==> src/rtl/fifo_pkg.sv <==
// Shared constants and helpers for the single-clock FIFO.
// Read-mode encodings and the default almost-full threshold.
package fifo_pkg;

  localparam int FIFO_MODE_STD  = 0;
  localparam int FIFO_MODE_FWFT = 1;

  function automatic int afull_thr_default(input int addr);
    int depth;
    depth = 1 << addr;
    // Depth 2 would give 0, which is outside the legal threshold range.
    return (depth > 2) ? depth - 2 : 1;
  endfunction

endpackage

==> src/rtl/fifo_mem.sv <==
// Simple dual-port RAM: synchronous write, asynchronous read.
// Contents are never reset.
module fifo_mem #(
  parameter int N    = 16,
  parameter int ADDR = 4
) (
  input  logic            clk,
  input  logic            we_i,
  input  logic [ADDR-1:0] waddr_i,
  input  logic [N-1:0]    wdata_i,
  input  logic [ADDR-1:0] raddr_i,
  output logic [N-1:0]    rdata_o
);

  logic [N-1:0] mem_q [2**ADDR];

  always_ff @(posedge clk) begin
    if (we_i) begin
      mem_q[waddr_i] <= wdata_i;
    end
  end

  assign rdata_o = mem_q[raddr_i];

endmodule

==> src/rtl/sync_fifo.sv <==
// Single-clock FIFO with standard or FWFT read mode,
// occupancy flags, sticky error flags and synchronous flush.
module sync_fifo
  import fifo_pkg::*;
#(
  parameter int N          = 16,
  parameter int ADDR       = 4,
  parameter int FWFT       = FIFO_MODE_STD,
  parameter int AFULL_THR  = afull_thr_default(ADDR),
  parameter int AEMPTY_THR = 1
) (
  input  logic          clk,
  input  logic          rst_n,
  input  logic          flush,
  input  logic          clr_err,
  input  logic          wr_en,
  input  logic [N-1:0]  wr_data,
  input  logic          rd_en,
  output logic [N-1:0]  rd_data,
  output logic          rd_valid,
  output logic          full,
  output logic          empty,
  output logic          almost_full,
  output logic          almost_empty,
  output logic [ADDR:0] count,
  output logic          overflow,
  output logic          underflow
);

  localparam logic [ADDR:0] DEPTH = (ADDR+1)'(1 << ADDR);
  localparam logic [ADDR:0] AF_C  = (ADDR+1)'(AFULL_THR);
  localparam logic [ADDR:0] AE_C  = (ADDR+1)'(AEMPTY_THR);
  localparam logic [ADDR:0] ONE   = (ADDR+1)'(1);

  logic [ADDR:0] wr_ptr_q, wr_ptr_d;
  logic [ADDR:0] rd_ptr_q, rd_ptr_d;
  logic          ovf_q, ovf_d;
  logic          unf_q, unf_d;
  logic          wr_acc, rd_acc;
  logic [N-1:0]  mem_rdata;

  // Extra pointer bit distinguishes full from empty.
  assign count        = wr_ptr_q - rd_ptr_q;
  assign full         = (count == DEPTH);
  assign empty        = (count == '0);
  assign almost_full  = (count >= AF_C);
  assign almost_empty = (count <= AE_C);
  assign overflow     = ovf_q;
  assign underflow    = unf_q;

  assign wr_acc = wr_en & ~full & ~flush;
  assign rd_acc = rd_en & ~empty & ~flush;

  always_comb begin
    wr_ptr_d = wr_ptr_q;
    rd_ptr_d = rd_ptr_q;
    ovf_d    = ovf_q & ~clr_err;
    unf_d    = unf_q & ~clr_err;
    if (flush) begin
      wr_ptr_d = '0;
      rd_ptr_d = '0;
    end else begin
      if (wr_acc) wr_ptr_d = wr_ptr_q + ONE;
      if (rd_acc) rd_ptr_d = rd_ptr_q + ONE;
      if (wr_en & full) ovf_d = 1'b1;
      if (rd_en & empty) unf_d = 1'b1;
    end
  end

  always_ff @(posedge clk or negedge rst_n) begin
    if (!rst_n) begin
      wr_ptr_q <= '0;
      rd_ptr_q <= '0;
      ovf_q    <= 1'b0;
      unf_q    <= 1'b0;
    end else begin
      wr_ptr_q <= wr_ptr_d;
      rd_ptr_q <= rd_ptr_d;
      ovf_q    <= ovf_d;
      unf_q    <= unf_d;
    end
  end

  fifo_mem #(
    .N    (N),
    .ADDR (ADDR)
  ) u_mem (
    .clk     (clk),
    .we_i    (wr_acc),
    .waddr_i (wr_ptr_q[ADDR-1:0]),
    .wdata_i (wr_data),
    .raddr_i (rd_ptr_q[ADDR-1:0]),
    .rdata_o (mem_rdata)
  );

  if (FWFT == FIFO_MODE_FWFT) begin : g_fwft
    assign rd_data  = empty ? '0 : mem_rdata;
    assign rd_valid = ~empty;
  end else begin : g_std
    logic [N-1:0] rd_data_q;
    logic         rd_valid_q;

    always_ff @(posedge clk or negedge rst_n) begin
      if (!rst_n) begin
        rd_data_q  <= '0;
        rd_valid_q <= 1'b0;
      end else begin
        rd_valid_q <= rd_acc;
        if (rd_acc) rd_data_q <= mem_rdata;
      end
    end

    assign rd_data  = rd_data_q;
    assign rd_valid = rd_valid_q;
  end

endmodule

==> config.mk <==
export PLATFORM = sky130hd
export DESIGN_NAME = sync_fifo
export DESIGN_NICKNAME = d
export VERILOG_FILES = /design/src/rtl/fifo_pkg.sv /design/src/rtl/fifo_mem.sv /design/src/rtl/sync_fifo.sv
export SDC_FILE = /design/constraint.sdc
export NUM_CORES = 1
export LEC_CHECK = 0
export CORE_MARGIN = 4
export CORE_UTILIZATION = 54
export CTS_CLUSTER_SIZE = 25
export DETAILED_ROUTE_END_ITERATION = 10
export PLACE_DENSITY = 0.75
export SYNTH_ARGS = -nofsm -noshare
export SYNTH_HDL_FRONTEND = slang
export SYNTH_HIERARCHICAL = 1
export SYNTH_SLANG_ARGS = --single-unit
export TNS_END_PERCENT = 5
==> constraint.sdc <==
create_clock -name clk -period 4.3 [get_ports clk]
set_input_delay 0.86 -clock clk [delete_from_list [all_inputs] [get_ports clk]]
set_output_delay 0.86 -clock clk [all_outputs]
set_load 0.02 [all_outputs]
* Word level (Yosys, flattened, before mapping)
Memories as Yosys holds them, arrays and structs flattened. A register that Yosys moved wholly into a read port is not among the register bits.
Index checks and enable logic that the tools add are counted.
** Storage, ports and cells
- Register bits :: 13
- Output and inout port bits :: 28
- Bits of input ports :: 22
- RAM bits :: 256
- Memories :: 1
** Memory list
- u_mem.mem_q :: words 16, width 16, read ports 1, clocked after Yosys merged registers in 1, wr ports 1, line fifo_mem.sv:15 : logic [N-1:0] mem_q [2**ADDR];
** Cells by class
- Mux-type cells :: 10
- Equality and inequality tests :: 1
- $lt $le $gt $ge :: 2
- $add $sub $neg :: 3
- Bitwise gates (word level) :: 12
- Reduce and logical (&&, ||, !) cells :: 4
** Operators by type and width (number)
- 5-bit two-way mux :: 4
- 5-bit by 1-bit adder with 5-bit output (second input constant) :: 2
- 1-bit bitwise AND :: 8
- 1-bit two-way mux :: 6
- 5-bit == test (second input constant) :: 1
- 5-bit by 4-bit >= comparator with 1-bit output (second input constant) :: 1
- 5-bit by 1-bit less-or-equal comparator with 1-bit output (second input constant) :: 1
- 5-bit zero test :: 1
- 5-bit subtractor :: 1
- 1-bit NOT :: 4
- 2-bit nonzero test :: 2
- 1-bit zero test :: 1

* Depth between registers and ports, before layout
Gate-level depths: netlist (run 1).
- Word-level depth :: 7
- Gate-level depth with buffers :: 11
- Mapped depth without buffers :: 11

* Hierarchy
The synthesis (run 1) kept the hierarchy.
** Modules (own cells, without submodules)
- fifo_mem :: instances 1, cells an instance 416, seq. area each 7687.4 sq um, area each 9723.1 sq um
- sync_fifo :: instances 1, cells an instance 131, seq. area each 725.7 sq um, area each 1557.7 sq um

* Worst setup path after synthesis (run 1)
No wires, ideal clock.
- Path type :: register to register
- From :: register wr_ptr_q[0]
- To :: memory u_mem.mem_q[0][0] (enable)
- Data arrival time :: 4.052 ns
- Data required time :: 3.891 ns
- Period minus slack after synthesis :: 4.461 ns
- Path buffers :: 0
- Setup slack :: -0.161 ns
- Stages on the path, launching flop included :: 12
- Path through :: dfrtp_1 -> inv_1 -> ha_1 -> fa_1 -> nand2b_1 -> a21oi_1 -> xor2_2 -> inv_4 -> a21boi_0 -> and2_1 -> or3b_2 -> nor3_1
** On the way
- Cells in the longest elaborated chain, start to end :: 7
** RTL lines
- from (decl) :: line sync_fifo.sv:35 : logic [ADDR:0] wr_ptr_q, wr_ptr_d;
- from (signal assigned) :: line sync_fifo.sv:77 : wr_ptr_q <= wr_ptr_d;
- 5-bit subtractor :: line sync_fifo.sv:43 : assign count = wr_ptr_q - rd_ptr_q;
- via count[4] :: line sync_fifo.sv:25 : output logic [ADDR:0] count,
- 5-bit == test :: line sync_fifo.sv:44 : assign full = (count == DEPTH);
- 1-bit NOT :: line sync_fifo.sv:51 : assign wr_acc = wr_en & ~full & ~flush;
- 1-bit bitwise AND (2 in a row) :: line sync_fifo.sv:51
- via wr_acc :: line sync_fifo.sv:39 : logic wr_acc, rd_acc;
- 1-bit two-way mux :: line fifo_mem.sv:18 : if (we_i) begin
- 1-bit two-way mux (not written as such) :: line fifo_mem.sv:19 : mem_q[waddr_i] <= wdata_i;
- to (decl) :: line fifo_mem.sv:15
The timed path passes the listed nets, and every way through them passes these cells.

* Worst setup path in the final report (run 1)
- From :: register rd_ptr_q[0]
- To :: output almost_empty
** On the way
- Cells in the longest elaborated chain, start to end :: 2
** RTL lines
- from (decl) :: line sync_fifo.sv:36 : logic [ADDR:0] rd_ptr_q, rd_ptr_d;
- from (signal assigned) :: line sync_fifo.sv:78 : rd_ptr_q <= rd_ptr_d;
- 5-bit subtractor :: line sync_fifo.sv:43
- 5-bit by 1-bit less-or-equal comparator with 1-bit output :: line sync_fifo.sv:47 : assign almost_empty = (count <= AE_C);
- to (decl) :: line sync_fifo.sv:24 : output logic almost_empty,
No other way between the ends.

==> results.py, run 1 <==
metrics = {
    "routing": {
        "dr.pass1.iters": 5,
        "drtAntennaViolNets": 0,
        "wl_um": 22500,
        "via_count": 5557,
        "vias_per_cell": 5.99,
        "drtIter0Drc": 441,
        "remaining_drc_errors": 0,
        "routedWlPerCell_um": 24.3,
    },
    "critical_path": {
        "r2r_end": "u_mem/mem_q[0][3]$_DFFE_PP_",
        "r2r-start": "rd_ptr_q[0]$_DFFE_PN0P_",
        "critPathKind": "reg -> out",
        "setup.worst_path.start_class": "register",
        "arrival_ns": 3.32,
        "critical_path_required_ns": 3.44,
        "end_kind": "primary output",
        "r2r_cells": 11,
        "ff2ff_setup_slack_ns": 0.62,
        "crit_path_max_fanout": 10,
        "crit_start": "rd_ptr_q[0]$_DFFE_PN0P_",
    },
    "timing": {
        "layout_min_cycle_time_ns": 4.18,
        "grt_setup_unrepaired": "no",
        "fmax_ghz": 0.239,
        "finalSetupTns_ns": 0,
        "slew_viol_final": 0,
        "setup_viol": 0,
        "slew_headroom_pct": 33.6,
        "hold_violations": 0,
        "fin_skew_ns": 0.00919,
        "holdWs_ns": 0.500,
        "fin_crit_sh_pct": 97.1,
        "tightest_slew_ns": 0.994,
    },
    "global_routing": {
        "first_global_vias": 5861,
        "antenna_found_initial": 0,
        "grt_max_degree": 67,
        "grt.total_usage_pct": 19.4,
        "use_met3_pct": 2.90,
        "busiest_layer": "met2",
        "grt_use_met1_pct": 25.2,
        "overflow": 0,
        "met2_usage_pct": 33.8,
        "grt_first_pass_wirelength_um": 34700,
    },
    "layout": {
        "multi_input_area_um2": 2700,
        "area_growth_pct": 16.1,
        "fin_util_pct": 64.3,
        "regArea_um2": 8420,
        "n_fill_cell": 1328,
        "fin_nets": 665,
        "drive_above_1_share_pct": 24.8,
        "insertedDiodeCount": 0,
    },
    "floorplanning": {
        "die_h_um": 153,
        "core_um2": 20400,
        "dieArea_um2": 23300,
        "dieWidth_um": 153,
        "start_util_pct": 55.4,
        "rows": 52,
        "boundaryPins": 50,
    },
    "power_and_ir_drop": {
        "p_comb_share_pct": 27.1,
        "p_leak_nw": 4.38,
        "switching_share_pct": 27.6,
        "total_power_mw": 7.54,
        "p_seq_share_pct": 43.1,
        "p_sw_mw": 2.08,
        "clockPowerShare_pct": 29.8,
        "cellPowerDensity_nw_per_um2": 576,
        "p_int_mw": 5.46,
        "vdd_drop_max_v": 0.000255,
    },
    "clock_tree": {
        "path_clk_slew_ns": 0.06,
        "hold_buffers": 0,
        "htree_levels": 1,
        "tritoncts": "built",
        "cts_num_sinks": 285,
        "clk_path_buf_depth": 3,
        "cts-root-buf": "clkbuf_16",
        "cts_inserted_buffers": 29,
        "worstSkewPairLatency_ns": 0.53,
    },
    "placement": {
        "dp_hpwl_um": 14100,
        "numPortBuffers": 49,
        "gp_congestion": 0.846,
    },
    "yosys": {
        "synth.avg_cell_area_um2": 20.6,
        "ys_ff_latch": 285,
        "synthesis.instances": 547,
        "syn-num-nets": 576,
        "ys_seq_area_share_pct": 74.6,
        "yosys_warnings": 6,
        "syn_area_um2": 11300,
        "ys_types": 43,
    },
    "flow_run": {
        "max_cap_viol_count": 0,
    },
    "hold_path": {
        "hold_start": "underflow$_DFF_PN0_",
        "worstHoldEndpoint": "underflow$_DFF_PN0_",
        "whs_path_depth": 1,
        "hp-class": "reg -> reg",
    },
    "outcome": {
        "status": "finished clean",
    },
}
## power by group through the flow
stage | Clock (mW) | Sequential (mW) | Combinational [mW]
floorplan | 0 | 3.41 | 1.27
global placement | 0 | 3.30 | 2.00
detailed placement | 0 | 3.31 | 2.05
CTS | 2.29 | 3.25 | 2.07
global route | 2.41 | 3.27 | 2.17
finish | 2.24 | 3.25 | 2.04
## area by class of cell
cell class                 count  share of cell area (%)
clock buffer                  37                    5.77
clock inverter                15                   0.755
inverter                      12                   0.363
multi-input combinational    226                    20.6
sequential                   285                    64.3
tap                          270                    2.58
timing repair buffer          82                    5.64
## critical path, stage by stage (launching register included)
cell and delay (ns):
dfrtp_4 0.47, ha_1 0.22, fa_1 0.40, nand2b_1 0.16, a21oi_1 0.23, xor2_2 0.25, inv_4 0.10, nor4_1 0.29
clkdlybuf4s50_1 0.66
## repair_timing
| action | in CTS | in global routing |
|---|---|---|
| gates resized for setup | 1 | 0 |
| endpoints found under the setup margin | 2 | 0 |
| setup buffers | 1 | 0 |
## metrics by stage
stage          cell area [um^2]  setup slack, ns  instances
6_report                  13100            0.124        927
5_1_grt                   13100          0.00924        927
4_1_cts                   13100            0.116        927
3_5_place_dp              12200            0.405        874
3_3_place_gp              12200            0.540        874
2_1_floorplan             11300            0.167        547
## cell usage in the layout (no fill, tap or decap), types with 2 or more instances in the layout
cell type,netlist,layout
mux4_1,10,10
mux4_2,54,54
o31ai_1,2,2
a21oi_1,7,7
nor2b_1,8,8
and2_1,2,2
dfrtp_2,0,2
edfxtp_1,256,256
nand2_1,19,19
mux2_2,15,15
nand3b_1,3,3
nand4_1,3,3
clkbuf_1,10,8
mux2_4,9,9
clkinv_2,0,6
clkdlybuf4s50_1,0,49
buf_4,3,33
dfrtp_1,29,26
clkbuf_16,0,29
ha_1,6,6
o2111ai_1,2,2
nor2_1,29,28
a21boi_0,2,2
clkinv_1,0,6
nor3_2,0,4
inv_1,11,11
nand2b_1,3,3
xor2_1,2,2
a22oi_1,32,32
## layer usage
| metal | vias up | part of all wire, % |
|---|---|---|
| met5 | - | 0 |
| met1 | 2890 | 39 |
| met3 | 42 | 5.7 |
| li1 | 2431 | - |
| met4 | 0 | 3.1 |
| met2 | 194 | 52 |
## how the worst max path moves through the flow
stage               slack [ns]  depth (start not counted)                      endpoint
floorplan                 0.17                         11  u_mem/mem_q[12][0]$_DFFE_PP_
global placement          0.54                         11   u_mem/mem_q[0][5]$_DFFE_PP_
detailed placement        0.40                         11   u_mem/mem_q[0][3]$_DFFE_PP_
CTS                       0.12                          8                  almost_empty
global route             0.009                          8                  almost_empty
finish                    0.12                          8                  almost_empty
## Yosys cell counts
library cell,number,area share [%]
edfxtp_1,256,68
mux4_2,54,11
a22oi_1,32,2.1
dfrtp_1,29,6.4
nor2_1,29,0.96
nand2_1,19,0.63
mux2_2,15,1.5
inv_1,11,0.37
clkbuf_1,10,0.33
mux4_1,10,2.3
mux2_4,9,1.2
nor2b_1,8,0.44
a21oi_1,7,0.31
ha_1,6,0.67
buf_6,4,0.40
nor3_1,4,0.18
buf_1,3,0.10
buf_2,3,0.13
buf_4,3,0.20
nand2b_1,3,0.17
nand3b_1,3,0.20
nand4_1,3,0.17
a21boi_0,2,0.13
and2_1,2,0.11
o2111ai_1,2,0.16
o31ai_1,2,0.13
xor2_1,2,0.16
a2111oi_1,1,0.089
a21boi_1,1,0.067
a22o_1,1,0.078
a31o_2,1,0.078
a32o_1,1,0.089
and3b_1,1,0.078
buf_8,1,0.13
fa_1,1,0.18
inv_4,1,0.055
nand3_1,1,0.044
nor4_1,1,0.055
o2111a_1,1,0.10
o2111ai_2,1,0.13
o21ai_4,1,0.14
or3b_2,1,0.078
xor2_2,1,0.14
## logic make-up (layout without fill, tap and decap cells)
logic type	count (synthesis)	after routing	share of synthesized area, %
buffers and inverters	36	146	1.72
xor gates and xnor gates	3	3	0.300
and+or+nand+nor	75	75	3.12
AOI/OAI and AO/OA	53	53	3.64
adders and majority gates	7	7	0.843
DFF	285	285	74.6
muxes	88	88	15.8
## state kept, by name (all words and copies together) (netlist names)
name and flops:
rd_ptr_q 5, u_mem/mem_q 256, rd_data 16, underflow 1
rd_valid 1, wr_ptr_q 5, overflow 1
No activity file was read; power rests on OpenSTA's default activity.
==> inputs of run 2 (changes only) <==
--- a/config.mk
+++ b/config.mk
@@ -5,11 +5,10 @@
 export SDC_FILE = /design/constraint.sdc
 export NUM_CORES = 1
 export LEC_CHECK = 0
-export CORE_MARGIN = 4
-export CORE_UTILIZATION = 54
+export CORE_UTILIZATION = 55
 export CTS_CLUSTER_SIZE = 25
 export DETAILED_ROUTE_END_ITERATION = 10
-export PLACE_DENSITY = 0.75
+export PLACE_DENSITY = 0.73
 export SYNTH_ARGS = -nofsm -noshare
 export SYNTH_HDL_FRONTEND = slang
 export SYNTH_HIERARCHICAL = 1
==> constraint.sdc (replaced) <==
create_clock -name clk -period 4.7 [get_ports clk]
set_input_delay 0.94 -clock clk [delete_from_list [all_inputs] [get_ports clk]]
set_output_delay 0.94 -clock clk [all_outputs]
set_load 0.02 [all_outputs]
==> results.py, run 2 (synthesized netlist as in run 1, its figures left out) <==
metrics = {
    "placement": {
        "dp.cells": 872,
        "gp_congestion": 0.843,
        "numPortBuffers": 49,
        "dp_hpwl_um": 13600,
    },
    "global_routing": {
        "grt_max_degree": 67,
        "first_global_vias": 5746,
        "grt_first_pass_wirelength_um": 34600,
        "overflow": 0,
        "antenna_found_initial": 0,
        "grt.total_usage_pct": 22.1,
    },
    "clock_tree": {
        "htree_levels": 1,
        "worstSkewPairLatency_ns": 0.53,
        "cts_num_sinks": 285,
        "tritoncts": "built",
        "cts_inserted_buffers": 28,
        "path_clk_slew_ns": 0.06,
        "cts-root-buf": "clkbuf_16",
        "postCtsSetupRepairBufs": 0,
        "clk_path_buf_depth": 3,
    },
    "timing": {
        "tightest_slew_ns": 1.08,
        "layout_min_cycle_time_ns": 4.54,
        "fin_skew_ns": 0.0102,
        "slew_viol_final": 0,
        "finalSetupTns_ns": 0,
        "fmax_ghz": 0.220,
        "setup_viol": 0,
        "hold_violations": 0,
        "grt_setup_unrepaired": "no",
        "fin_crit_sh_pct": 96.6,
        "slew_headroom_pct": 27.6,
    },
    "layout": {
        "final_cell_mix": "edfxtp_1, mux4_2, clkdlybuf4s50_1",
        "fin_nets": 661,
        "area_growth_pct": 15.5,
        "largest_register_ff_count": 256,
        "final_common_cell": "edfxtp_1",
        "drive_above_1_share_pct": 24.1,
        "n_fill_cell": 1348,
        "top_register": "u_mem/mem_q",
        "fin_cells": 921,
        "insertedDiodeCount": 0,
    },
    "power_and_ir_drop": {
        "switching_share_pct": 27.7,
        "p_seq_share_pct": 43.8,
        "p_sw_mw": 1.89,
        "p_leak_nw": 4.34,
        "p_comb_share_pct": 26.9,
        "clockPowerShare_pct": 29.3,
        "p_int_mw": 4.92,
        "cellPowerDensity_nw_per_um2": 523,
        "vdd_drop_max_v": 0.000303,
    },
    "routing": {
        "wl_um": 22500,
        "drtAntennaViolNets": 0,
        "via_count": 5583,
        "drtIter0Drc": 478,
        "vias_per_cell": 6.06,
        "dr.pass1.iters": 5,
        "remaining_drc_errors": 0,
        "routedWlPerCell_um": 24.4,
    },
    "critical_path": {
        "critPathKind": "reg -> out",
        "end_kind": "primary output",
        "arrival_ns": 3.60,
        "crit_path_max_fanout": 11,
        "setup.worst_path.start_class": "register",
        "critical_path_required_ns": 3.76,
    },
    "flow_run": {
        "max_cap_viol_count": 0,
    },
    "floorplanning": {
        "core_um2": 20200,
        "rows": 52,
        "dieWidth_um": 145,
        "dieArea_um2": 21100,
        "boundaryPins": 50,
        "start_util_pct": 55.9,
        "die_h_um": 145,
    },
    "outcome": {
        "status": "finished clean",
    },
    "hold_path": {
        "hp-class": "reg -> reg",
    },
}
run 2: final timing paths:
kind | start | to | slack, ns | depth (start not counted)
setup reg to reg | wr_ptr_q[0]$_DFFE_PN0P_ | u_mem/mem_q[0][3]$_DFFE_PP_ | 0.73 | 12
setup / recovery | wr_ptr_q[0]$_DFFE_PN0P_ | almost_empty | 0.16 | 9
max in group asynchronous | rst_n | rd_ptr_q[0]$_DFFE_PN0P_ | 3.57 | 2
min in group asynchronous | rst_n | underflow$_DFF_PN0_ | 0.80 | 2
hold / removal | rd_data[4]$_DFFE_PN0P_ | rd_data[4]$_DFFE_PN0P_ | 0.50 | 1
hold reg to reg | rd_data[4]$_DFFE_PN0P_ | rd_data[4]$_DFFE_PN0P_ | 0.50 | 1
run 2: through the flow:
stage               hold slack (ns)  util, %  worst slack [ns]  cell area, um^2  power (mW)
finish                        0.504     64.6             0.160            13000        6.81
global route                  0.520     64.6           0.00940            13000        7.07
CTS                           0.500     64.6            0.0201            13000        6.86
detailed placement            0.486     60.6             0.631            12200        4.87
global placement              0.474     60.6             0.749            12200        4.83
floorplan                     0.600        -             0.239            11300        4.28
run 2: timing repair:
| item | in CTS | in global routing |
|---|---|---|
| hold endpoints to repair | 0 | 0 |
| setup endpoints to repair | 0 | 2 |
| gates resized for setup | 0 | 1 |
| hold buffers | 0 | 0 |
run 2: power by group through the flow:
stage               registers (mW)  logic [mW]  clock network (mW)
floorplan                     3.12        1.16                   0
global placement              3.02        1.81                   0
detailed placement            3.03        1.84                   0
CTS                           2.98        1.85                2.03
global route                  3.00        1.95                2.13
finish                        2.98        1.83                2.00
run 2: routing by layer:
| metal | up-vias | share of wire (%) | wire length [um] | track usage, % |
|---|---|---|---|---|
| li1 | 2417 | - | - | - |
| met1 | 2916 | 41 | 9140 | 30.8 |
| met2 | 213 | 51 | 11500 | 36.9 |
| met3 | 37 | 6.0 | 1350 | 3.14 |
| met4 | 0 | 2.3 | 516 | 6.53 |
| met5 | - | 0 | 0 | 0 |
run 2: worst max-delay path, cell delays in order, from the launching register on:
cell             delay (ns)
dfrtp_2                0.49
inv_1                  0.11
ha_1                   0.24
fa_1                   0.42
nand2b_1               0.17
a21oi_1                0.21
xor2_2                 0.37
inv_4                  0.13
nor4_1                 0.28
clkdlybuf4s50_1        0.65
run 2: area by class of cell:
type,count,area [um^2],area share [%]
tap,270,338,2.59
timing repair buffer,79,716,5.49
clock buffer,37,756,5.80
clock inverter,12,55.1,0.423
multi-input combinational,226,2700,20.7
inverter,12,47.5,0.365
sequential,285,8420,64.6
==> inputs of run 3 (changes only) <==
--- a/config.mk
+++ b/config.mk
@@ -6,9 +6,11 @@
 export NUM_CORES = 1
 export LEC_CHECK = 0
 export CORE_UTILIZATION = 55
+export CTS_CLUSTER_DIAMETER = 100
 export CTS_CLUSTER_SIZE = 25
 export DETAILED_ROUTE_END_ITERATION = 10
 export PLACE_DENSITY = 0.73
+export SLEW_MARGIN = 40
 export SYNTH_ARGS = -nofsm -noshare
 export SYNTH_HDL_FRONTEND = slang
 export SYNTH_HIERARCHICAL = 1
==> results.py, run 3 (synthesized netlist as in run 1, its figures left out) <==
metrics = {
    "outcome": {
        "status": "finished clean",
    },
    "layout": {
        "fin_cells": 897,
        "regArea_um2": 8420,
        "final_cell_mix": "edfxtp_1, mux4_2, clkdlybuf4s50_1",
        "final_common_cell": "edfxtp_1",
        "multi_input_area_um2": 2700,
        "fin_area_um2": 12700,
        "n_fill_cell": 1385,
        "area_growth_pct": 12.2,
        "largest_register_ff_count": 256,
        "drive_above_1_share_pct": 22.3,
        "top_register": "u_mem/mem_q",
        "fin_nets": 648,
        "fin_util_pct": 62.7,
        "insertedDiodeCount": 0,
    },
    "routing": {
        "drtIter0Drc": 410,
        "wl_um": 21800,
        "via_count": 5409,
        "routedWlPerCell_um": 24.3,
        "vias_per_cell": 6.03,
        "dr.pass1.iters": 5,
        "drtAntennaViolNets": 0,
        "remaining_drc_errors": 0,
    },
    "floorplanning": {
        "core_um2": 20200,
        "dieWidth_um": 145,
        "boundaryPins": 50,
        "dieArea_um2": 21100,
        "rows": 52,
        "start_util_pct": 55.9,
        "die_h_um": 145,
    },
    "timing": {
        "fin_crit_sh_pct": 95.7,
        "fmax_ghz": 0.222,
        "slew_viol_final": 0,
        "layout_min_cycle_time_ns": 4.50,
        "setup_viol": 0,
        "slew_headroom_pct": 46.4,
        "grt_setup_unrepaired": "no",
        "timing.final.ws_setup_ns": 0.202,
        "fin_skew_ns": 0.0197,
        "finalSetupTns_ns": 0,
        "hold_violations": 0,
        "holdWs_ns": 0.509,
        "tightest_slew_ns": 0.801,
    },
    "clock_tree": {
        "cts-root-buf": "clkbuf_16",
        "postCtsSetupRepairBufs": 0,
        "tritoncts": "built",
        "cts_inserted_buffers": 15,
        "clk_path_buf_depth": 3,
        "worstSkewPairLatency_ns": 0.49,
        "cts_num_sinks": 285,
        "htree_levels": 1,
        "path_clk_slew_ns": 0.10,
    },
    "global_routing": {
        "antenna_found_initial": 0,
        "grt_first_pass_wirelength_um": 33800,
        "grt_max_degree": 67,
        "first_global_vias": 5492,
        "grt.total_usage_pct": 21.7,
        "overflow": 0,
    },
    "critical_path": {
        "setup.worst_path.start_class": "register",
        "crit_chain": "inv_1, ha_1, fa_1, nand2b_1, a21oi_1, xor2_2, inv_4, nor4_1, clkdlybuf4s50_1",
        "max_stage_delay_ns": 0.65,
        "critPathKind": "reg -> out",
        "end_kind": "primary output",
        "arrival_ns": 3.56,
        "critical_path_required_ns": 3.76,
        "critical-path-slowest-cell": "clkdlybuf4s50_1",
        "crit_path_max_fanout": 11,
    },
    "placement": {
        "dp.cells": 872,
        "dp_hpwl_um": 13600,
        "post-place-ws_ns": 0.650,
        "placement.cell_area_um2": 12200,
        "gp_congestion": 0.843,
        "numPortBuffers": 49,
    },
    "power_and_ir_drop": {
        "total_power_mw": 6.15,
        "p_leak_nw": 4.15,
        "vdd_drop_max_v": 0.000295,
        "cellPowerDensity_nw_per_um2": 486,
    },
    "hold_path": {
        "hp-class": "reg -> reg",
    },
    "flow_run": {
        "max_cap_viol_count": 0,
    },
}
run 3: changes by cell type in the layout (fill, tap and decap cells not counted), sizes merged:
cell,before,now
clkbuf,37,23
clkinv,11,0
inv,12,13
run 3: layout make-up:
| cell class | instances | area share [%] |
|---|---|---|
| inverters | 12 | 0.376 |
| clock buffers | 23 | 3.20 |
| clock inverters | 2 | 0.148 |
| repair buffers | 79 | 5.71 |
| well taps | 270 | 2.67 |
| flip-flops and latches | 285 | 66.5 |
| multi-input cells | 226 | 21.4 |
run 3: report_power, final:
| group | total (mW) | switching [mW] | internal, mW | leakage (nW) |
|---|---|---|---|---|
| clock | 1.35 | 0.738 | 0.610 | 0.200 |
| combinational | 1.83 | 0.931 | 0.894 | 1.28 |
| sequential | 2.97 | 0.0735 | 2.90 | 2.67 |
run 3: final timing paths:
kind / from / end / slack [ns] / cells after the start
worst max-delay path: wr_ptr_q[0]$_DFFE_PN0P_ / almost_empty / 0.20 / 9
worst min-delay path: overflow$_DFF_PN0_ / overflow$_DFF_PN0_ / 0.51 / 1
worst max register to register: wr_ptr_q[0]$_DFFE_PN0P_ / u_mem/mem_q[0][5]$_DFFE_PP_ / 0.74 / 12
worst min register to register: overflow$_DFF_PN0_ / overflow$_DFF_PN0_ / 0.51 / 1
max in group asynchronous: rst_n / rd_ptr_q[0]$_DFFE_PN0P_ / 3.52 / 2
min in group asynchronous: rst_n / underflow$_DFF_PN0_ / 0.84 / 2
run 3: metal layers:
| layer | GRT usage [%] | part of all wire [%] | up-vias | wire, um |
|---|---|---|---|---|
| met3 | 3.55 | 5.0 | 31 | 1090 |
| met1 | 30.5 | 43 | 2871 | 9310 |
| met4 | 6.05 | 2.3 | 0 | 495 |
| li1 | - | - | 2374 | - |
| met2 | 35.6 | 50 | 133 | 10900 |
| met5 | 0 | 0 | - | 0 |
run 3: timing repair:
action,CTS,global route
hold buffers,0,0
resized for setup,0,1
endpoints found under the hold margin,0,0
endpoints found under the setup margin,0,1
run 3: critical path: cells and delay by family, from the launching register on:
kind                     cells  cell delay (ns)
buffers and inverters        3             0.87
adder cells (fa/ha/maj)      2             0.64
XOR/XNOR                     1             0.37
AND/OR/NAND/NOR              2             0.45
flip-flops                   1             0.50
AO/OA/AOI/OAI                1             0.23
